### src/rtl/vga_timing_pkg.sv
// Shared types and default 640x480@60 raster timing for the VGA timing generator.
package vga_timing_pkg;

  typedef logic [15:0] coord_t;

  localparam int unsigned HTotalDef   = 800;
  localparam int unsigned HSyncDef    = 96;
  localparam int unsigned HActBegDef  = 144;
  localparam int unsigned HActEndDef  = 784;
  localparam int unsigned VTotalDef   = 525;
  localparam int unsigned VSyncDef    = 2;
  localparam int unsigned VActBegDef  = 35;
  localparam int unsigned VActEndDef  = 515;
  localparam int unsigned SyncDlyDef  = 3;

  localparam logic SyncActive = 1'b0;
  localparam logic SyncIdle   = 1'b1;

  function automatic logic in_span(coord_t x, coord_t lo, coord_t hi);
    return (x >= lo) && (x < hi);
  endfunction

endpackage

### src/rtl/vga_sync_delay.sv
// Pixel-enable gated shift register that lines the sync/blank outputs up with registered RGB.
module vga_sync_delay #(
  parameter int unsigned      Width    = 3,
  parameter int unsigned      Depth    = 3,
  parameter logic [Width-1:0] ResetVal = '0
) (
  input  logic             clk_i,
  input  logic             rst_ni,
  input  logic             ce_i,
  input  logic [Width-1:0] data_i,
  output logic [Width-1:0] data_o
);

  if (Depth == 0) begin : g_bypass
    logic unused_ctrl;
    assign unused_ctrl = ^{clk_i, rst_ni, ce_i};
    assign data_o = data_i;
  end else begin : g_shift
    logic [Width-1:0] stage_q [Depth];

    always_ff @(posedge clk_i or negedge rst_ni) begin
      if (!rst_ni) begin
        for (int unsigned i = 0; i < Depth; i++) stage_q[i] <= ResetVal;
      end else if (ce_i) begin
        stage_q[0] <= data_i;
        for (int unsigned i = 1; i < Depth; i++) stage_q[i] <= stage_q[i-1];
      end
    end

    assign data_o = stage_q[Depth-1];
  end

endmodule

### src/rtl/vga_timing_gen.sv
// VGA raster timing generator: counters, active window, line/frame pulses, delayed syncs.
// Define VTG_FRAME_CNT_EN to add the 16-bit frame_count output.
module vga_timing_gen
  import vga_timing_pkg::*;
#(
  parameter int unsigned H_TOTAL   = HTotalDef,
  parameter int unsigned H_SYNC    = HSyncDef,
  parameter int unsigned H_ACT_BEG = HActBegDef,
  parameter int unsigned H_ACT_END = HActEndDef,
  parameter int unsigned V_TOTAL   = VTotalDef,
  parameter int unsigned V_SYNC    = VSyncDef,
  parameter int unsigned V_ACT_BEG = VActBegDef,
  parameter int unsigned V_ACT_END = VActEndDef,
  parameter int unsigned SYNC_DLY  = SyncDlyDef
) (
  input  logic        clkin,
  input  logic        reset_n,
  input  logic        pix_ce,
  output logic [15:0] hValue,
  output logic [15:0] vValue,
  output logic        activeVideo,
  output logic        line_start,
  output logic        frame_start,
  output logic        VGA_HS,
  output logic        VGA_VS,
  output logic        VGA_BLANK_N,
  output logic        VGA_SYNC_N
`ifdef VTG_FRAME_CNT_EN
  ,
  output logic [15:0] frame_count
`endif
);

  coord_t h_q, h_d, v_q, v_d;
  logic   act_q, act_d, hs_q, hs_d, vs_q, vs_d;
  logic   ls_q, ls_d, fs_q, fs_d;
  logic   h_wrap, v_wrap;
  logic [2:0] sync_dly;

  // Window and sync flags are derived from the next counts so they align with hValue/vValue.
  always_comb begin
    h_wrap = (h_q == coord_t'(H_TOTAL - 1));
    v_wrap = (v_q == coord_t'(V_TOTAL - 1));
    h_d    = h_q;
    v_d    = v_q;
    act_d  = act_q;
    hs_d   = hs_q;
    vs_d   = vs_q;
    if (pix_ce) begin
      h_d = h_wrap ? '0 : h_q + 16'd1;
      if (h_wrap) v_d = v_wrap ? '0 : v_q + 16'd1;
      act_d = in_span(h_d, coord_t'(H_ACT_BEG), coord_t'(H_ACT_END)) &&
              in_span(v_d, coord_t'(V_ACT_BEG), coord_t'(V_ACT_END));
      hs_d  = (h_d < coord_t'(H_SYNC)) ? SyncActive : SyncIdle;
      vs_d  = (v_d < coord_t'(V_SYNC)) ? SyncActive : SyncIdle;
    end
    ls_d = pix_ce & h_wrap;
    fs_d = pix_ce & h_wrap & v_wrap;
  end

  always_ff @(posedge clkin or negedge reset_n) begin
    if (!reset_n) begin
      h_q   <= '0;
      v_q   <= '0;
      act_q <= 1'b0;
      hs_q  <= SyncIdle;
      vs_q  <= SyncIdle;
      ls_q  <= 1'b0;
      fs_q  <= 1'b0;
    end else begin
      h_q   <= h_d;
      v_q   <= v_d;
      act_q <= act_d;
      hs_q  <= hs_d;
      vs_q  <= vs_d;
      ls_q  <= ls_d;
      fs_q  <= fs_d;
    end
  end

  vga_sync_delay #(
    .Width    (3),
    .Depth    (SYNC_DLY),
    .ResetVal ({SyncIdle, SyncIdle, 1'b0})
  ) u_sync_delay (
    .clk_i  (clkin),
    .rst_ni (reset_n),
    .ce_i   (pix_ce),
    .data_i ({hs_q, vs_q, act_q}),
    .data_o (sync_dly)
  );

  assign hValue      = h_q;
  assign vValue      = v_q;
  assign activeVideo = act_q;
  assign line_start  = ls_q;
  assign frame_start = fs_q;
  assign VGA_HS      = sync_dly[2];
  assign VGA_VS      = sync_dly[1];
  assign VGA_BLANK_N = sync_dly[0];
  assign VGA_SYNC_N  = 1'b0;

`ifdef VTG_FRAME_CNT_EN
  logic [15:0] frame_cnt_q;

  always_ff @(posedge clkin or negedge reset_n) begin
    if (!reset_n) frame_cnt_q <= '0;
    else if (fs_d) frame_cnt_q <= frame_cnt_q + 16'd1;
  end

  assign frame_count = frame_cnt_q;
`endif

endmodule

### config.mk
export PLATFORM = sky130hd
export DESIGN_NAME = vga_timing_gen
export DESIGN_NICKNAME = d
export VERILOG_FILES = /design/src/rtl/vga_timing_pkg.sv /design/src/rtl/vga_sync_delay.sv /design/src/rtl/vga_timing_gen.sv
export SDC_FILE = /design/constraint.sdc
export NUM_CORES = 1
export LEC_CHECK = 0
export ABC_AREA = 1
export CAP_MARGIN = 20
export CORE_ASPECT_RATIO = 1.25
export CORE_MARGIN = 10
export CORE_UTILIZATION = 50
export CTS_BUF_LIST = sky130_fd_sc_hd__clkbuf_2
export CTS_CLUSTER_SIZE = 12
export DETAILED_ROUTE_END_ITERATION = 16
export PLACE_DENSITY_LB_ADDON = 0.25
export SYNTH_ARGS = -nofsm -noshare
export SYNTH_HDL_FRONTEND = slang
export SYNTH_SLANG_ARGS = --single-unit
### constraint.sdc
create_clock -name clkin -period 1.93 [get_ports clkin]
set_input_delay 0.386 -clock clkin [delete_from_list [all_inputs] [get_ports clkin]]
set_output_delay 0.386 -clock clkin [all_outputs]
set_load 0.03 [all_outputs]
Word level (Yosys, flattened, before mapping)
Cells that the tools add are included.
- register bits: 46
- output and inout port bits: 39
- word-level logic and storage cells: 31
- add/subtract/negate cells: 2
- $lt $le $gt $ge: 6
- equal/unequal tests: 2
- multiplexer cells: 6
- bitwise operators: 2
- reduce and logical (&&, ||, !) cells: 3
- operators with widths (operator ; count):
    16-bit two-way mux ; 4
    16-bit by 1-bit adder with 16-bit output, second input constant ; 2
    16-bit by 10-bit == test with 1-bit output, second input constant ; 2
    16-bit by 10-bit < comparator with 1-bit output, second input constant ; 2
    16-bit by 6-bit >= comparator with 1-bit output, second input constant ; 1
    16-bit by 8-bit >= comparator with 1-bit output, second input constant ; 1
    16-bit by 2-bit < comparator with 1-bit output, second input constant ; 1
    16-bit by 7-bit < comparator with 1-bit output, second input constant ; 1
    1-bit logical AND ; 3
    1-bit bitwise AND ; 2
    1-bit two-way mux ; 2

Depth between registers and ports, before layout
- depth after elaboration: 7
- depth in mapped cells: 16
- mapped depth without buffers: 16

Modules after synthesis
From an unflattened synthesis, not the netlist that was laid out.
- cells, all modules: 465
- area total of the unflattened synthesis: 3100.5 µm²
- modules (own cells, without submodules) (module ; times used ; cells an instance ; area each (µm²)):
    vga_timing_gen ; 1 ; 424 ; 2728.9
    vga_sync_delay ; 1 ; 41 ; 371.6

Worst setup path before layout
No wires, ideal clock.
- kind: register to register
- start: register v_q[1] (netlist: vValue[1])
- end: register act_q (netlist: activeVideo)
- library setup time: 0.117 ns
- data arrival time: 1.906 ns
- required time: 1.813 ns
- slack: -0.092 ns
- cell stages (with the launch flop): 15
- buffers on the path: 0
- path through: dfrtp_1 ha_1 nand3_1 inv_1 nand2_1 nor3_1 nand3_1 nand2_1 nand2_1 nor2_2 nand2_1 nor2_1 nor2_1 nand2_1 nand2_1
- longest elaborated chain between the ends: 7
- elaborated cells between the ends (all ways): 9
- classes of those cells: add/sub (1); order compare (2); eq/ne (1); mux (3); reduce/logical (2)
- ends and longest elaborated chain (element ; line ; source):
    from (decl) ; vga_timing_gen.sv:34 ; coord_t h_q, h_d, v_q, v_d;
    from (signal assigned) ; vga_timing_gen.sv:72 ; v_q <= v_d;
    16-bit by 1-bit adder with 16-bit output or 16-bit by 10-bit == test with 1-bit output (tied branches) ; vga_timing_gen.sv:51, vga_timing_gen.sv:43 ;
    16-bit two-way mux ; vga_timing_gen.sv:51 ; if (h_wrap) v_d = v_wrap ? '0 : v_q + 16'd1;
    16-bit two-way mux * ; vga_timing_gen.sv:51 ;
    16-bit two-way mux * ; vga_timing_gen.sv:49 ; if (pix_ce) begin
    16-bit by 6-bit >= comparator with 1-bit output or 16-bit by 10-bit < comparator with 1-bit output (tied branches) ; vga_timing_pkg.sv:20 ; return (x >= lo) && (x < hi);
    1-bit logical AND * ; vga_timing_pkg.sv:20 ;
    1-bit logical AND * ; vga_timing_gen.sv:52 ; act_d = in_span(h_d, coord_t'(H_ACT_BEG), coord_t'(H_ACT_END)) &&
    to (signal assigned) ; vga_timing_gen.sv:73 ; act_q <= act_d;
    to (decl) ; vga_timing_gen.sv:35 ; logic act_q, act_d, hs_q, hs_d, vs_q, vs_d;
Every way passes the cells marked *; elsewhere a longest branch is shown, timed or not. The select of a mux whose other input is x is not followed.
A chain may end at the register's enable or synchronous reset.

Final worst setup path
- start: register h_q[14] (netlist: hValue[14])
- end: register act_q (netlist: activeVideo)
- longest elaborated chain between the ends: 6
- elaborated cells between the ends (all ways): 12
- classes of those cells: add/sub (1); order compare (4); eq/ne (1); mux (3); reduce/logical (3)
- ends and longest elaborated chain (element ; line ; source):
    from (decl) ; vga_timing_gen.sv:34 ;
    from (signal assigned) ; vga_timing_gen.sv:63 ; h_q <= '0;
    from (signal assigned) ; vga_timing_gen.sv:71 ; h_q <= h_d;
    branches (longest 5 deep; another with 16-bit by 1-bit adder with 16-bit output) ; n/a ;
    1-bit logical AND * ; vga_timing_gen.sv:52 ;
Mark *: on every way between the ends. The select of a mux whose other input is x is not followed.

==> results.toml <==
[setup_path]
required_ns = 2.36
crit_path_end_kind = "flop"
cp.arrival_ns = 2.43
path_class = "flop to flop"
worst_setup_path_start_kind = "flop"
cp_max_fo = 5

[pwr]
power_leakage_nw = 2.30
switching_share = 0.445
pwr-share-clk = 0.146
pwr-share-comb = 0.505
cellPowerDensity_nw_per_um2 = 847
pwr-share-seq = 0.349
irDropWorstVdd_v = 0.000752
switchingPower_mw = 1.74
power.internal_mw = 2.17

[synth]
yosys_register_bits = 46
yosysSeqAreaShare = 0.356
syn_avg_cell_area_um2 = 6.57
synth_area_leaders = "dfrtp_1, nand2_1, nor2_1, dfstp_2, o21ai_0"
synth_cell_types = 31
synth-edff-count = 0
synth_top_area_cell = "dfrtp_1"
synth_ff_type = "dfrtp_1"
async_flop_share = 1.00
synth_area_um2 = 3260
syn_inst = 497
ys_warn_count = 0
syn_nets = 503
synth_top_area_share = 0.291

[sta]
final.min_clock_period_ns = 2.00
final-hold-violation-count = 0
tightest_slew_ns = 0.605
finalClockSkew_ns = 0.0165
drv_slew = 0
rsz0062_at_grt = "yes"
setup_violations = 3
timing.hold.ws_ns = 0.489
max_freq_mhz = 499
fin_ws_ns = -0.0723
max_slew_margin = 0.596
post-route-period-util = 1.04

[route]
drtIter0Drc = 227
viasPerCell = 5.24
first_pass_iters = 6
vias = 3675
routed_wl_mm = 10.6
wire_per_inst_um = 15.2
drc = 0
ant_nets = 0

[place]
placed_cells = 666
postPlaceCellArea_um2 = 4140
io_buffers = 40
gp_congestion = 0.957
hpwl_mm = 7.41

[layout]
final-instance-count-excl-fill = 701
fin_area_um2 = 4620
diodes = 0
utilization = 0.740
nets = 621
area_delta_synth_final_pct = 41.6
fillerInstances = 521
drive_above_1_share = 0.338

[cts]
cts_buffer_depth = 2
ctsHtreeMaxLevel = 2
insertion_delay_ns = 0.45
cts.clk_slew.worst_paths_ns = 0.26
clock-root-buffer = "clkbuf_2"
cts.sinks = 46
cts_tree = "built"
cts_buffers = 5

[die]
die_h_um = 110
ios = 42
initial_core_util = 0.523
dieArea_um2 = 10200
rows = 32
core-area_um2 = 6250
die_w_um = 92.3

[min_path]
hold_path_class = "flop to flop"

[global_routing]
grt_max_degree = 47
grt_use_total = 0.198
grt-ovfl-total = 0
grt_pass1_vias = 3481
antenna_found_initial = 0
grt_pass1_wl_mm = 16.4

[run]
cap_viol_max_count = 0

[run_status]
violations = "setup timing"
status = "finished, violations left"
## metrics by stage
step                power [mW]  setup TNS, ns  setup slack (ns)
floorplan                 2.37              0            0.0316
global placement          3.11         -0.284            -0.216
detailed placement        3.13         -0.346            -0.242
CTS                       3.72        -0.0921           -0.0763
global route              4.17         -0.538            -0.236
finish                    3.91         -0.109           -0.0723
## power by group through the flow
stage	Sequential, mW	Combinational [mW]	Clock [mW]
2_1_floorplan	1.59	0.776	0
3_3_place_gp	1.35	1.76	0
3_5_place_dp	1.36	1.78	0
4_1_cts	1.35	1.78	0.591
5_1_grt	1.39	2.15	0.624
6_report	1.36	1.98	0.573
## area by class of cell
type	instances	area (um^2)	area share
clock buffer	5	25.0	0.00541
clock inverter	3	43.8	0.00947
inverter	53	200	0.0433
multi-input combinational	377	2010	0.434
sequential	46	1180	0.255
tap	85	106	0.0230
timing repair buffer	132	1060	0.229
## final timing paths
path | to | slack [ns] | startpoint | cells past startpoint
worst max-delay path | activeVideo | -0.07 | hValue[14] | 15
worst min-delay path | u_sync_delay.g_shift.stage_q[8] | 0.49 | u_sync_delay.g_shift.stage_q[8] | 2
worst max register to register | activeVideo | -0.07 | hValue[14] | 15
worst min register to register | u_sync_delay.g_shift.stage_q[8] | 0.49 | u_sync_delay.g_shift.stage_q[8] | 2
max in group asynchronous | hValue[0] | 0.96 | reset_n | 3
min in group asynchronous | vValue[12] | 0.51 | reset_n | 3
## per-layer routing
layer | GRT usage | part of all wire | routed length [um]
met2 | 0.349 | 0.51 | 5450
met5 | 0 | 0 | 0
met1 | 0.217 | 0.38 | 4060
met3 | 0.0447 | 0.060 | 634
met4 | 0.109 | 0.046 | 490
## cell usage in the layout, fill, tap and decap left out, types with 2 or more instances in the layout
master | synthesis | routed
dfrtp_2 | 0 | 15
inv_2 | 0 | 3
nand4_1 | 12 | 12
buf_4 | 3 | 88
ha_4 | 0 | 2
nand3_2 | 1 | 9
clkdlybuf4s15_1 | 0 | 2
nand2_1 | 164 | 147
o21ai_1 | 0 | 3
nand3_1 | 39 | 31
a21oi_2 | 0 | 2
a21oi_1 | 5 | 3
dlymetal6s2s_1 | 0 | 2
o21ai_0 | 42 | 39
nor2_2 | 10 | 16
xor2_1 | 7 | 6
buf_6 | 3 | 2
dfstp_2 | 8 | 8
clkinv_2 | 1 | 2
nor2_4 | 6 | 12
dfrtp_1 | 38 | 23
inv_1 | 52 | 49
clkbuf_2 | 0 | 9
o211ai_1 | 2 | 2
nand2_4 | 0 | 4
nor2_1 | 61 | 49
dlygate4sd2_1 | 0 | 29
o22ai_2 | 0 | 2
nor3_1 | 6 | 5
nand2_2 | 9 | 22
nor3_2 | 1 | 2
## worst max-delay path: stages, from the launching register on
cell,delay (ns)
dfrtp_1,0.47
buf_4,0.15
buf_4,0.13
nor2_1,0.22
nand2_4,0.07
nor2_4,0.17
nand3_2,0.12
nor2_2,0.12
nor2_1,0.05
nand2_1,0.11
nand2_1,0.07
nand2_1,0.07
nor2_1,0.04
nor2_1,0.08
nand2_1,0.05
nand2_1,0.06
## state kept, by name, summed over array words and instances, names as in the netlist
| signal | cells |
|---|---|
| vs_q | 1 |
| u_sync_delay.g_shift.stage_q | 6 |
| vValue | 16 |
| hs_q | 1 |
| activeVideo | 1 |
| u_sync_delay.data_o | 3 |
| line_start | 1 |
| hValue | 16 |
| frame_start | 1 |
## logic make-up after synthesis
group           synth area share
compound gates            0.0878
buf+inv                   0.0977
other cells              0.00115
xor+xnor                  0.0188
fa+ha+maj                 0.0115
simple gates               0.427
flops                      0.356
## cell usage after synthesis, types with 5 or more instances
| master | instances |
|---|---|
| nand4_1 | 12 |
| buf_2 | 5 |
| dfrtp_1 | 38 |
| nand3_1 | 39 |
| a21oi_1 | 5 |
| dfstp_2 | 8 |
| nand2_2 | 9 |
| nor3_1 | 6 |
| xor2_1 | 7 |
| inv_1 | 52 |
| nor2_1 | 61 |
| nor2_2 | 10 |
| clkbuf_1 | 10 |
| nor2_4 | 6 |
| o21ai_0 | 42 |
| nand2_1 | 164 |
## repair_timing
item                                    in CTS  in global routing
buffers inserted                            10                 16
pin swaps                                    8                 40
hold buffers                                 1                  0
endpoints found under the hold margin       19                  0
resized for setup                           61                 69
endpoints found under the setup margin      39                 16
Note: power is estimated with default switching activity, not from simulation.
